### src/rtl/mem_stage_if.sv
// Bundle of the EX/MEM-side, data-memory and MEM/WB-side signals of the MEM stage.
// The slave view belongs to the stage controller; the master view is its environment.
interface mem_stage_if #(
  parameter int DATA_LEN         = 64,
  parameter int CONTROL_LINE     = 2,
  parameter int INSTRUCTION_PART = 5
);
  logic                        ex_valid;
  logic                        ex_mem_read;
  logic                        ex_mem_write;
  logic [DATA_LEN-1:0]         ex_addr;
  logic [DATA_LEN-1:0]         ex_wdata;
  logic [CONTROL_LINE-1:0]     ex_ctrl;
  logic [INSTRUCTION_PART-1:0] ex_rd;
  logic                        dmem_req;
  logic                        dmem_we;
  logic [DATA_LEN-1:0]         dmem_addr;
  logic [DATA_LEN-1:0]         dmem_wdata;
  logic [DATA_LEN-1:0]         dmem_rdata;
  logic                        dmem_ack;
  logic                        stall;
  logic                        wb_valid;
  logic [DATA_LEN-1:0]         wb_addr;
  logic [DATA_LEN-1:0]         wb_data;
  logic [CONTROL_LINE-1:0]     wb_ctrl;
  logic [INSTRUCTION_PART-1:0] wb_rd;
  logic                        err_pulse;
  logic                        err_sticky;

  modport slave (
    input  ex_valid, ex_mem_read, ex_mem_write, ex_addr, ex_wdata, ex_ctrl, ex_rd,
    input  dmem_rdata, dmem_ack,
    output dmem_req, dmem_we, dmem_addr, dmem_wdata,
    output stall, wb_valid, wb_addr, wb_data, wb_ctrl, wb_rd, err_pulse, err_sticky
  );

  modport master (
    output ex_valid, ex_mem_read, ex_mem_write, ex_addr, ex_wdata, ex_ctrl, ex_rd,
    output dmem_rdata, dmem_ack,
    input  dmem_req, dmem_we, dmem_addr, dmem_wdata,
    input  stall, wb_valid, wb_addr, wb_data, wb_ctrl, wb_rd, err_pulse, err_sticky
  );
endinterface

### src/rtl/mem_stage_ctrl.sv
// MEM stage sequencer: single-cycle pass-through for ALU ops, req/ack handshake
// with timeout for loads and stores, results handed to MEM/WB.
module mem_stage_ctrl #(
  parameter int DATA_LEN         = 64,
  parameter int CONTROL_LINE     = 2,
  parameter int INSTRUCTION_PART = 5,
  parameter int TIMEOUT          = 16
) (
  input logic         clk,
  input logic         rst,
  mem_stage_if.slave  bus
);
  localparam int CNT_W = (TIMEOUT > 2) ? $clog2(TIMEOUT) : 1;

  typedef enum logic [1:0] {IDLE, REQ, DONE} state_t;

  state_t                      state_q;
  logic [CNT_W-1:0]            cnt_q;
  logic                        req_q;
  logic                        we_q;
  logic [DATA_LEN-1:0]         addr_q;
  logic [DATA_LEN-1:0]         wdata_q;
  logic [DATA_LEN-1:0]         data_q;
  logic [CONTROL_LINE-1:0]     ctrl_q;
  logic [INSTRUCTION_PART-1:0] rd_q;
  logic                        err_q;
  logic                        sticky_q;

  logic mem_op_d;
  assign mem_op_d = bus.ex_mem_read | bus.ex_mem_write;

  always_ff @(posedge clk) begin
    if (rst) begin
      state_q  <= IDLE;
      cnt_q    <= '0;
      req_q    <= 1'b0;
      we_q     <= 1'b0;
      addr_q   <= '0;
      wdata_q  <= '0;
      data_q   <= '0;
      ctrl_q   <= '0;
      rd_q     <= '0;
      err_q    <= 1'b0;
      sticky_q <= 1'b0;
    end else begin
      case (state_q)
        IDLE: begin
          if (bus.ex_valid && mem_op_d) begin
            // A write flag wins when both are set, so we_q is just the store bit.
            addr_q  <= bus.ex_addr;
            wdata_q <= bus.ex_wdata;
            we_q    <= bus.ex_mem_write;
            ctrl_q  <= bus.ex_ctrl;
            rd_q    <= bus.ex_rd;
            data_q  <= '0;
            err_q   <= 1'b0;
            cnt_q   <= '0;
            req_q   <= 1'b1;
            state_q <= REQ;
          end
        end
        REQ: begin
          if (bus.dmem_ack) begin
            data_q  <= we_q ? '0 : bus.dmem_rdata;
            req_q   <= 1'b0;
            state_q <= DONE;
          end else if (cnt_q == CNT_W'(TIMEOUT - 1)) begin
            data_q   <= '0;
            err_q    <= 1'b1;
            sticky_q <= 1'b1;
            req_q    <= 1'b0;
            state_q  <= DONE;
          end else begin
            cnt_q <= cnt_q + 1'b1;
          end
        end
        DONE: begin
          err_q   <= 1'b0;
          state_q <= IDLE;
        end
        default: begin
          req_q   <= 1'b0;
          state_q <= IDLE;
        end
      endcase
    end
  end

  logic                        stall_d;
  logic                        wb_valid_d;
  logic [DATA_LEN-1:0]         wb_addr_d;
  logic [DATA_LEN-1:0]         wb_data_d;
  logic [CONTROL_LINE-1:0]     wb_ctrl_d;
  logic [INSTRUCTION_PART-1:0] wb_rd_d;
  logic                        err_pulse_d;

  // Bubbles drive every wb_* field to zero, not just wb_valid/wb_ctrl.
  always_comb begin
    stall_d     = 1'b0;
    wb_valid_d  = 1'b0;
    wb_addr_d   = '0;
    wb_data_d   = '0;
    wb_ctrl_d   = '0;
    wb_rd_d     = '0;
    err_pulse_d = 1'b0;
    case (state_q)
      IDLE: begin
        if (bus.ex_valid) begin
          if (mem_op_d) begin
            stall_d = 1'b1;
          end else begin
            wb_valid_d = 1'b1;
            wb_addr_d  = bus.ex_addr;
            wb_ctrl_d  = bus.ex_ctrl;
            wb_rd_d    = bus.ex_rd;
          end
        end
      end
      REQ: stall_d = 1'b1;
      DONE: begin
        wb_valid_d  = 1'b1;
        wb_addr_d   = addr_q;
        wb_data_d   = data_q;
        wb_ctrl_d   = ctrl_q;
        wb_rd_d     = rd_q;
        err_pulse_d = err_q;
      end
      default: stall_d = 1'b0;
    endcase
  end

  assign bus.dmem_req   = req_q;
  assign bus.dmem_we    = we_q;
  assign bus.dmem_addr  = addr_q;
  assign bus.dmem_wdata = wdata_q;
  assign bus.stall      = stall_d;
  assign bus.wb_valid   = wb_valid_d;
  assign bus.wb_addr    = wb_addr_d;
  assign bus.wb_data    = wb_data_d;
  assign bus.wb_ctrl    = wb_ctrl_d;
  assign bus.wb_rd      = wb_rd_d;
  assign bus.err_pulse  = err_pulse_d;
  assign bus.err_sticky = sticky_q;
endmodule

### src/flat_wrapper.sv
// flat-port wrapper written by rule: the top's interface ports become plain ports
module mem_stage_ctrl_flat 
#(
  parameter int DATA_LEN         = 64,
  parameter int CONTROL_LINE     = 2,
  parameter int INSTRUCTION_PART = 5,
  parameter int TIMEOUT          = 16
)
  (clk, rst, bus_ex_valid, bus_ex_mem_read, bus_ex_mem_write, bus_ex_addr, bus_ex_wdata, bus_ex_ctrl, bus_ex_rd, bus_dmem_rdata, bus_dmem_ack, bus_dmem_req, bus_dmem_we, bus_dmem_addr, bus_dmem_wdata, bus_stall, bus_wb_valid, bus_wb_addr, bus_wb_data, bus_wb_ctrl, bus_wb_rd, bus_err_pulse, bus_err_sticky);
  mem_stage_if #(.DATA_LEN(DATA_LEN), .CONTROL_LINE(CONTROL_LINE), .INSTRUCTION_PART(INSTRUCTION_PART)) bus_i ();
  input logic clk;
  input logic rst;
  input wire logic [$bits(bus_i.ex_valid)-1:0] bus_ex_valid;
  input wire logic [$bits(bus_i.ex_mem_read)-1:0] bus_ex_mem_read;
  input wire logic [$bits(bus_i.ex_mem_write)-1:0] bus_ex_mem_write;
  input wire logic [$bits(bus_i.ex_addr)-1:0] bus_ex_addr;
  input wire logic [$bits(bus_i.ex_wdata)-1:0] bus_ex_wdata;
  input wire logic [$bits(bus_i.ex_ctrl)-1:0] bus_ex_ctrl;
  input wire logic [$bits(bus_i.ex_rd)-1:0] bus_ex_rd;
  input wire logic [$bits(bus_i.dmem_rdata)-1:0] bus_dmem_rdata;
  input wire logic [$bits(bus_i.dmem_ack)-1:0] bus_dmem_ack;
  output wire logic [$bits(bus_i.dmem_req)-1:0] bus_dmem_req;
  output wire logic [$bits(bus_i.dmem_we)-1:0] bus_dmem_we;
  output wire logic [$bits(bus_i.dmem_addr)-1:0] bus_dmem_addr;
  output wire logic [$bits(bus_i.dmem_wdata)-1:0] bus_dmem_wdata;
  output wire logic [$bits(bus_i.stall)-1:0] bus_stall;
  output wire logic [$bits(bus_i.wb_valid)-1:0] bus_wb_valid;
  output wire logic [$bits(bus_i.wb_addr)-1:0] bus_wb_addr;
  output wire logic [$bits(bus_i.wb_data)-1:0] bus_wb_data;
  output wire logic [$bits(bus_i.wb_ctrl)-1:0] bus_wb_ctrl;
  output wire logic [$bits(bus_i.wb_rd)-1:0] bus_wb_rd;
  output wire logic [$bits(bus_i.err_pulse)-1:0] bus_err_pulse;
  output wire logic [$bits(bus_i.err_sticky)-1:0] bus_err_sticky;
  assign bus_i.ex_valid = bus_ex_valid;
  assign bus_i.ex_mem_read = bus_ex_mem_read;
  assign bus_i.ex_mem_write = bus_ex_mem_write;
  assign bus_i.ex_addr = bus_ex_addr;
  assign bus_i.ex_wdata = bus_ex_wdata;
  assign bus_i.ex_ctrl = bus_ex_ctrl;
  assign bus_i.ex_rd = bus_ex_rd;
  assign bus_i.dmem_rdata = bus_dmem_rdata;
  assign bus_i.dmem_ack = bus_dmem_ack;
  assign bus_dmem_req = bus_i.dmem_req;
  assign bus_dmem_we = bus_i.dmem_we;
  assign bus_dmem_addr = bus_i.dmem_addr;
  assign bus_dmem_wdata = bus_i.dmem_wdata;
  assign bus_stall = bus_i.stall;
  assign bus_wb_valid = bus_i.wb_valid;
  assign bus_wb_addr = bus_i.wb_addr;
  assign bus_wb_data = bus_i.wb_data;
  assign bus_wb_ctrl = bus_i.wb_ctrl;
  assign bus_wb_rd = bus_i.wb_rd;
  assign bus_err_pulse = bus_i.err_pulse;
  assign bus_err_sticky = bus_i.err_sticky;
  mem_stage_ctrl #(.DATA_LEN(DATA_LEN), .CONTROL_LINE(CONTROL_LINE), .INSTRUCTION_PART(INSTRUCTION_PART), .TIMEOUT(TIMEOUT)) u_core (.clk(clk), .rst(rst), .bus(bus_i));
endmodule
### config.mk
export PLATFORM = sky130hd
export DESIGN_NAME = mem_stage_ctrl_flat
export DESIGN_NICKNAME = d
export VERILOG_FILES = /design/src/rtl/mem_stage_if.sv /design/src/rtl/mem_stage_ctrl.sv /design/src/flat_wrapper.sv
export SDC_FILE = /design/constraint.sdc
export NUM_CORES = 1
export LEC_CHECK = 0
export BUFFER_PORTS_ARGS = -buffer_cell sky130_fd_sc_hd__buf_2
export CORE_AREA = 2 2 184 186
export CTS_BUF_LIST = sky130_fd_sc_hd__clkbuf_2 sky130_fd_sc_hd__clkbuf_4 sky130_fd_sc_hd__clkbuf_8
export CTS_CLUSTER_DIAMETER = 80
export DETAILED_ROUTE_END_ITERATION = 7
export DIE_AREA = 0 0 186 188
export PLACE_DENSITY = 0.62
export REMOVE_ABC_BUFFERS = 1
export SLEW_MARGIN = 20
export SYNTH_ARGS = -nofsm -noshare
export SYNTH_HDL_FRONTEND = slang
export SYNTH_SLANG_ARGS = --single-unit
### constraint.sdc
create_clock -name clk -period 2 [get_ports clk]
set_input_delay 0.2 -clock clk [delete_from_list [all_inputs] [get_ports clk]]
set_output_delay 0.2 -clock clk [all_outputs]
set_load 0.02 [all_outputs]
==> results of run 1 <==
## layout make-up
cell class / instances / area (um2)
fillers: 2929 / 17000
clock inverters: 6 / 36.28
well taps: 448 / 560.5
repair buffers: 731 / 6197
clock buffers: 63 / 792.0
diodes: 2 / 5.005
flip-flops and latches: 209 / 4192
multi-input cells: 652 / 4308
inverters: 4 / 18.77
## worst max-delay path by stage
stage                            endpoint  slack (ps)  depth (start not counted)
final                     bus_wb_addr[16]        -130                          6
after floorplan            bus_wb_addr[0]       -5040                          3
after detailed placement  bus_wb_addr[48]          30                          5
after global placement    bus_wb_addr[48]          60                          5
after global routing      bus_wb_addr[23]        -230                          7
after CTS                 bus_wb_data[60]        -140                          7
## per-stage QoR
| step | cells | setup slack [ps] | util | TNS [ps] | hold WS [ps] |
|---|---|---|---|---|---|
| 4_1_cts | 2103 | -138.2 | 0.4685 | -13330 | 119.1 |
| 6_report | 2115 | -128.3 | 0.4865 | -9111 | 191.4 |
| 2_1_floorplan | 865 | -5036 | - | -1198750 | 269.1 |
| 5_1_grt | 2115 | -227.4 | 0.4865 | -21820 | 170.3 |
| 3_5_place_dp | 1806 | 33.20 | 0.3494 | 0 | 414.1 |
| 3_3_place_gp | 1806 | 58.85 | 0.3494 | 0 | 409.8 |
## per-layer routing
metal / vias to the layer above / global-route usage / routed length, um
li1: 4989 / - / -
met1: 5316 / 0.2500 / 16450
met2: 688 / 0.3908 / 21590
met3: 110 / 0.05768 / 4097
met4: 0 / 0.09873 / 1479
met5: - / 0 / 0
## power groups by stage
stage                     Clock, mW  Sequential, mW  Combinational (mW)
after global routing           4.65            4.54                2.51
after floorplan                   0            4.77               0.680
after CTS                      4.46            4.51                2.23
after global placement            0            4.59                1.72
final                          4.38            4.52                2.36
after detailed placement          0            4.60                1.73
## placed cells by master (no fill, tap or decap), types with 3 or more instances in the layout
cell type / netlist / layout
o21ai_0: 140 / 139
a21oi_1: 141 / 141
buf_2: 17 / 336
buf_4: 0 / 35
clkbuf_4: 0 / 12
and2_4: 0 / 44
a22o_4: 0 / 8
and2_1: 66 / 22
a22o_1: 71 / 63
buf_6: 6 / 119
buf_16: 0 / 12
a32o_1: 4 / 4
buf_12: 0 / 16
clkbuf_16: 0 / 8
dlygate4sd3_1: 0 / 203
nand2_1: 3 / 3
nand3_1: 139 / 139
nor2_1: 6 / 5
clkinv_2: 0 / 4
clkbuf_8: 0 / 51
dfxtp_1: 209 / 207
a32o_2: 60 / 60
## state kept, by name (all words and copies together), names as in the netlist
register / flops
u_core.data_q: 64
u_core.err_q: 1
u_core.bus.dmem_addr: 64
u_core.bus.dmem_wdata: 64
u_core.bus.err_sticky: 1
u_core.state_q: 2
u_core.ctrl_q: 2
u_core.rd_q: 5
u_core.bus.dmem_we: 1
u_core.bus.dmem_req: 1
u_core.cnt_q: 4
## tightest hold or removal path, stage by stage
cell      delay, ps
buf_2           140
nor2_1           90
o221ai_1        180
a21oi_1          70
## cell families (layout without fill, tap and decap cells)
family / count (synthesis) / count (layout)
compound gates: 423 / 423
simple gates: 227 / 227
flops: 209 / 209
buf+inv: 123 / 804
fa+ha+maj: 1 / 1
mux: 1 / 1
other cells: 0 / 2
## what timing repair did
action	in CTS	in global routing
endpoints found under the hold margin	203	0
cloned	10	10
setup buffers	15	0
endpoints found under the setup margin	136	136
resized for setup	218	113
pin swaps	16	19
hold buffers	203	0
==> run summary, run 1 <==
Critical Path Start - u_core.state_q[0]$_SDFFE_PP0P_
Rows - 67
Async set or reset register ratio after synthesis - 0
Synth Register Bits - 209
RSZ-0062 raised after global routing - true
Yosys top cell by area - dfxtp_1
Post-synth cell types - 35
TritonCTS clock tree - done
Maximum VDD drop - 601.2 uV
Mean number of vias per cell - 5.250
Die ar. - 0.03497 mm2
Tightest Pin Transition - 779.6 ps
Syn_area_per_cell - 8.944 um2
Core Region - 0.03311 mm2
Crit-path cells - nor2_4, and3_4, buf_6, buf_12, a22o_1, buf_6
Final Cycle Share - 1.064
Critical path buffers and inverters - 3
DR iter-0 viols - 690
Post-synth top cells - 209 x dfxtp_1, 141 x a21oi_1, 140 x o21ai_0
Max-slew violation count - 0
Fin nets - 1843
Worst slew margin - 0.4803
Via count of the routed design - 11100
Vias in the first global route - 10870
LEAKAGE - 7.362 nW
Arrival time at the worst endpoint - 1930 ps
Gate Count Post-Synth - 984
Critical path endpoint category - output pin
Most numerous cell in the Yosys netlist - dfxtp_1
Worst reg2reg startpoint - u_core.state_q[0]$_SDFFE_PP0P_
Wire per inst - 20.63 um
P_sw - 3.332 mW
Hold EP - u_core.err_q$_SDFFE_PP0P_
Final hold violation count - 0
Sw Share - 0.2960
Mux contribution to synthesized area - 0.001137
Clk pwr share - 0.389
Clock Latency Late Sink - 540 ps
Crit Reg-Reg Endpoint - u_core.data_q[12]$_SDFFE_PP0P_
First-pass GRT wire length - 60890 um
Clock buffer depth - 3
Worst reg2reg path depth - 6
Max_cap viols - 0
Endpoints failing setup - 127
Initial antenna violation count - 3
Final wirelength - 43630 um
CP peak stage delay - 360 ps
Power Total - 11.26 mW
Hpwl dp - 23230 um
Total CTS buffers - 39
PnR worst setup slack - -128.3 ps
Die Wd - 186 um
Gate power share - 0.210
Global route overflow - 0
Critical Path Fanout Max - 12
Worst path top cell family by delay - buffers and inverters
Post-synthesis adder-cell area fraction - 0.001422
Failing checks - setup timing
Min-delay src - bus_ex_mem_read
Clock Skews - 25.39 ps
Sink Count - 209
Setup crit start kind - register
IO Port Bufs - 473
Largest net degree at the start of global routing - 138
P_int - 7.926 mW
Post-Synth XOR/XNOR Area - 0
Ys flop type - dfxtp_1
Synth warn - 0
Pwr dens - 698.9 mW/mm2
Seq/Total Area, Yosys - 0.4754
IO Count - 474
GP Congestion - 0.8071
Most common cell on crit path - buf_6
Type of the worst setup path - register to output pin
DRC Markers - 0
Initial DRT Pass Iterations - 5
Status - finished, violations left
Largest family of logic cells by synthesized area - compound AO/OA/AOI/OAI gates
Hold Crit Class - input pin to register
Hold Crit Depth - 4
Clock transition at the registers of the reported paths - 60 ps
Initial Util - 0.2658
Slowest stage cell, crit path - dfxtp_4
Clock period minus worst slack - 2128 ps
Total Routing Usage GR - 0.2222
Area grow syn2layout - 83.04%
DIE HEIGHT - 188 um
Share of layout cells above drive strength 1 - 0.4354
DRT antenna net count - 0
Top cells by area, synth - dfxtp_1 48%, a21oi_1 8.0%, o21ai_0 8.0%
Reg2Reg Setup Slack - 150 ps
Post-Syn Area - 0.008801 mm2
Post-synth EDFFs - 0
Synth top area share - 0.4754
Compound-Gate Fraction of Synth Area - 0.3202
Htree depth - 2
Simple-Gate Fraction of Synth Area - 0.1417
Placed Area - 0.01157 mm2
Post-route cell area - 0.01611 mm2
WP data required - 1800 ps
CTS root buf - clkbuf_8
Flop pwr share - 0.401
Peak Freq - 469.9 MHz
Power figures use the tool's default switching activity.
==> run 2, diff against run 1 <==
==> constraint.sdc (replaced) <==
create_clock -name clk -period 2.1 [get_ports clk]
set_input_delay 0.21 -clock clk [delete_from_list [all_inputs] [get_ports clk]]
set_output_delay 0.21 -clock clk [all_outputs]
set_load 0.02 [all_outputs]
==> run 2 against run 1 <==
  * The run still ends with setup timing left
  * Worst hold slack worse by 120 ps
  * Clock skew is 16 ps lower
  * Wire length is 6.5% lower
  * Combinational power is 9.3% lower
  * Clock-buffer cell count is 3 lower
  * Via count is 2.4% lower
  * First-iteration DRC count is 9.6% lower
  * Sequential cell count stayed put
  * Setup slack better by 130 ps
  * Cell count is 0.76% lower
  * Highest routed layer is now met5
==> run summary, run 2 (synthesis results as in run 1) <==
Status - finished, violations left
Failing checks - setup timing
Die ar. - 0.03497 mm2 (unchanged)
Critical path endpoint category - output pin
Register area - 0.004192 mm2 (unchanged)
PnR worst setup slack - -2.060 ps (+126.3 ps)
Clock Latency Late Sink - 520 ps (-20 ps)
DP Worst Slack - 151.3 ps (+118.1 ps)
# fillers - 3014 (+2.9%)
TritonCTS clock tree - done
Critical Path Fanout Max - 6 (-6)
DRC Markers - 0 (unchanged)
Initial antenna violation count - 3 (unchanged)
Max_cap viols - 0 (unchanged)
Tightest Pin Transition - 789.3 ps (+9.746 ps)
Commonest non-fill, non-tap cell in the layout - buf_2
Reg2Reg Setup Slack - 150 ps (about the same)
Clock buffer depth - 3 (unchanged)
Sink Count - 209 (unchanged)
Hold Crit Class - input pin to register
Vias in the first global route - 10410 (-4.2%)
CTS root buf - clkbuf_8
IO Count - 474 (unchanged)
Mean number of vias per cell - 5.160 (-1.7%)
GP Congestion - 0.8431 (+4.5%)
Fin nets - 1829 (-0.76%)
Final hold violation count - 0 (unchanged)
Max-slew violation count - 0 (unchanged)
Final Cycle Share - 1.001
Via count of the routed design - 10830 (-2.4%)
DRT antenna net count - 0 (unchanged)
Clock period minus worst slack - 2102 ps
Power Total - 10.61 mW (-5.7%)
Hpwl dp - 23170 um (-0.26%)
DR iter-0 viols - 624 (-9.6%)
Arrival time at the worst endpoint - 1890 ps (-40 ps)
Share of layout cells above drive strength 1 - 0.4055 (-0.02998)
Area grow syn2layout - 74.13%
Rows - 67 (unchanged)
DIE HEIGHT - 188 um (unchanged)
RSZ-0062 raised after global routing - true
Clock transition at the registers of the reported paths - 60 ps (about the same)
Initial DRT Pass Iterations - 5 (unchanged)
Peak Freq - 475.7 MHz
Total Routing Usage GR - 0.2026 (-0.01962)
Multi-input logic area - 0.004194 mm2 (-2.6%)
Setup crit start kind - register
Initial Util - 0.2658 (unchanged)
Htree depth - 2 (unchanged)
Total CTS buffers - 38 (-2.6%)
Commonest non-fill, non-tap cells in the layout - 397 x buf_2, 207 x dfxtp_1, 201 x dlygate4sd3_1
Die Wd - 186 um (unchanged)
Pwr dens - 692.4 mW/mm2 (-0.92%)
Final wirelength - 40790 um (-6.5%)
Maximum VDD drop - 432.6 uV (-28%)
First-pass GRT wire length - 56550 um (-7.1%)
Wire per inst - 19.43 um (-5.8%)
Worst Hold Slack - 67.84 ps (-123.6 ps)
Largest net degree at the start of global routing - 138 (unchanged)
WP data required - 1890 ps (+90 ps)
Global route overflow - 0 (unchanged)
Worst slew margin - 0.4738 (-0.006497)
Type of the worst setup path - register to output pin
LEAKAGE - 7.134 nW (-3.1%)
Endpoints failing setup - 1 (-99%)
Core Region - 0.03311 mm2 (unchanged)
IO Port Bufs - 473 (unchanged)
Setup TNS - -2.060 ps (+9109 ps)
Clock Skews - 9.685 ps (-15.71 ps)
==> run 2: critical path, cell delays in order, from the launching register on <==
cell	delay, ps
dfxtp_4	370
nor2_4	110
and3_4	270
buf_12	130
clkbuf_16	170
a22o_1	180
buf_6	130
==> run 2: per-layer routing <==
metal / part of all wire / up-vias / wire (um) / global-route usage
met5: 0.00020 / - / 8 / 0
met4: 0.032 / 2 / 1312 / 0.08540
li1: - / 4958 / - / -
met1: 0.38 / 5164 / 15640 / 0.2306
met2: 0.50 / 611 / 20350 / 0.3580
met3: 0.085 / 96 / 3485 / 0.04894
==> run 2: final timing paths <==
check,to,cells after the start,startpoint
max,bus_wb_ctrl[0],6,u_core.state_q[0]$_SDFFE_PP0P_
min reg2reg,u_core.bus.err_sticky$_SDFFE_PP0P_,2,u_core.bus.err_sticky$_SDFFE_PP0P_
max reg2reg,u_core.bus.dmem_we$_SDFFE_PP0P_,6,u_core.state_q[0]$_SDFFE_PP0P_
min,u_core.cnt_q[2]$_SDFFE_PP0P_,4,bus_dmem_ack
==> run 2: power by group <==
part	leakage, nW	total, mW	internal (mW)	switching, mW
Sequential	1.71	4.30	4.17	0.132
Clock	0.434	4.17	2.44	1.73
Combinational	4.99	2.14	0.933	1.21
==> run 2: through the flow <==
step                instances  utilization  area [um2]
floorplan                 865            -        8287
global placement         1806       0.3505       11610
detailed placement       1806       0.3505       11610
CTS                      2082       0.4427       14660
global route             2099       0.4628       15320
finish                   2099       0.4628       15320
==> run 2: layout make-up <==
class | count | area share
multi-input cells | 652 | 0.2737
diodes | 1 | 0.0001633
clock buffers | 60 | 0.04735
well taps | 448 | 0.03658
clock inverters | 7 | 0.005715
inverters | 4 | 0.001225
flip-flops and latches | 209 | 0.2735
repair buffers | 718 | 0.3618
==> run 2: repair_timing <==
item,in CTS,in global routing
endpoints found under the hold margin,200,0
hold buffers,201,0
gates cloned,3,10
setup endpoints to repair,136,115
setup buffers,5,6
resized for setup,27,126
pin swaps,1,39
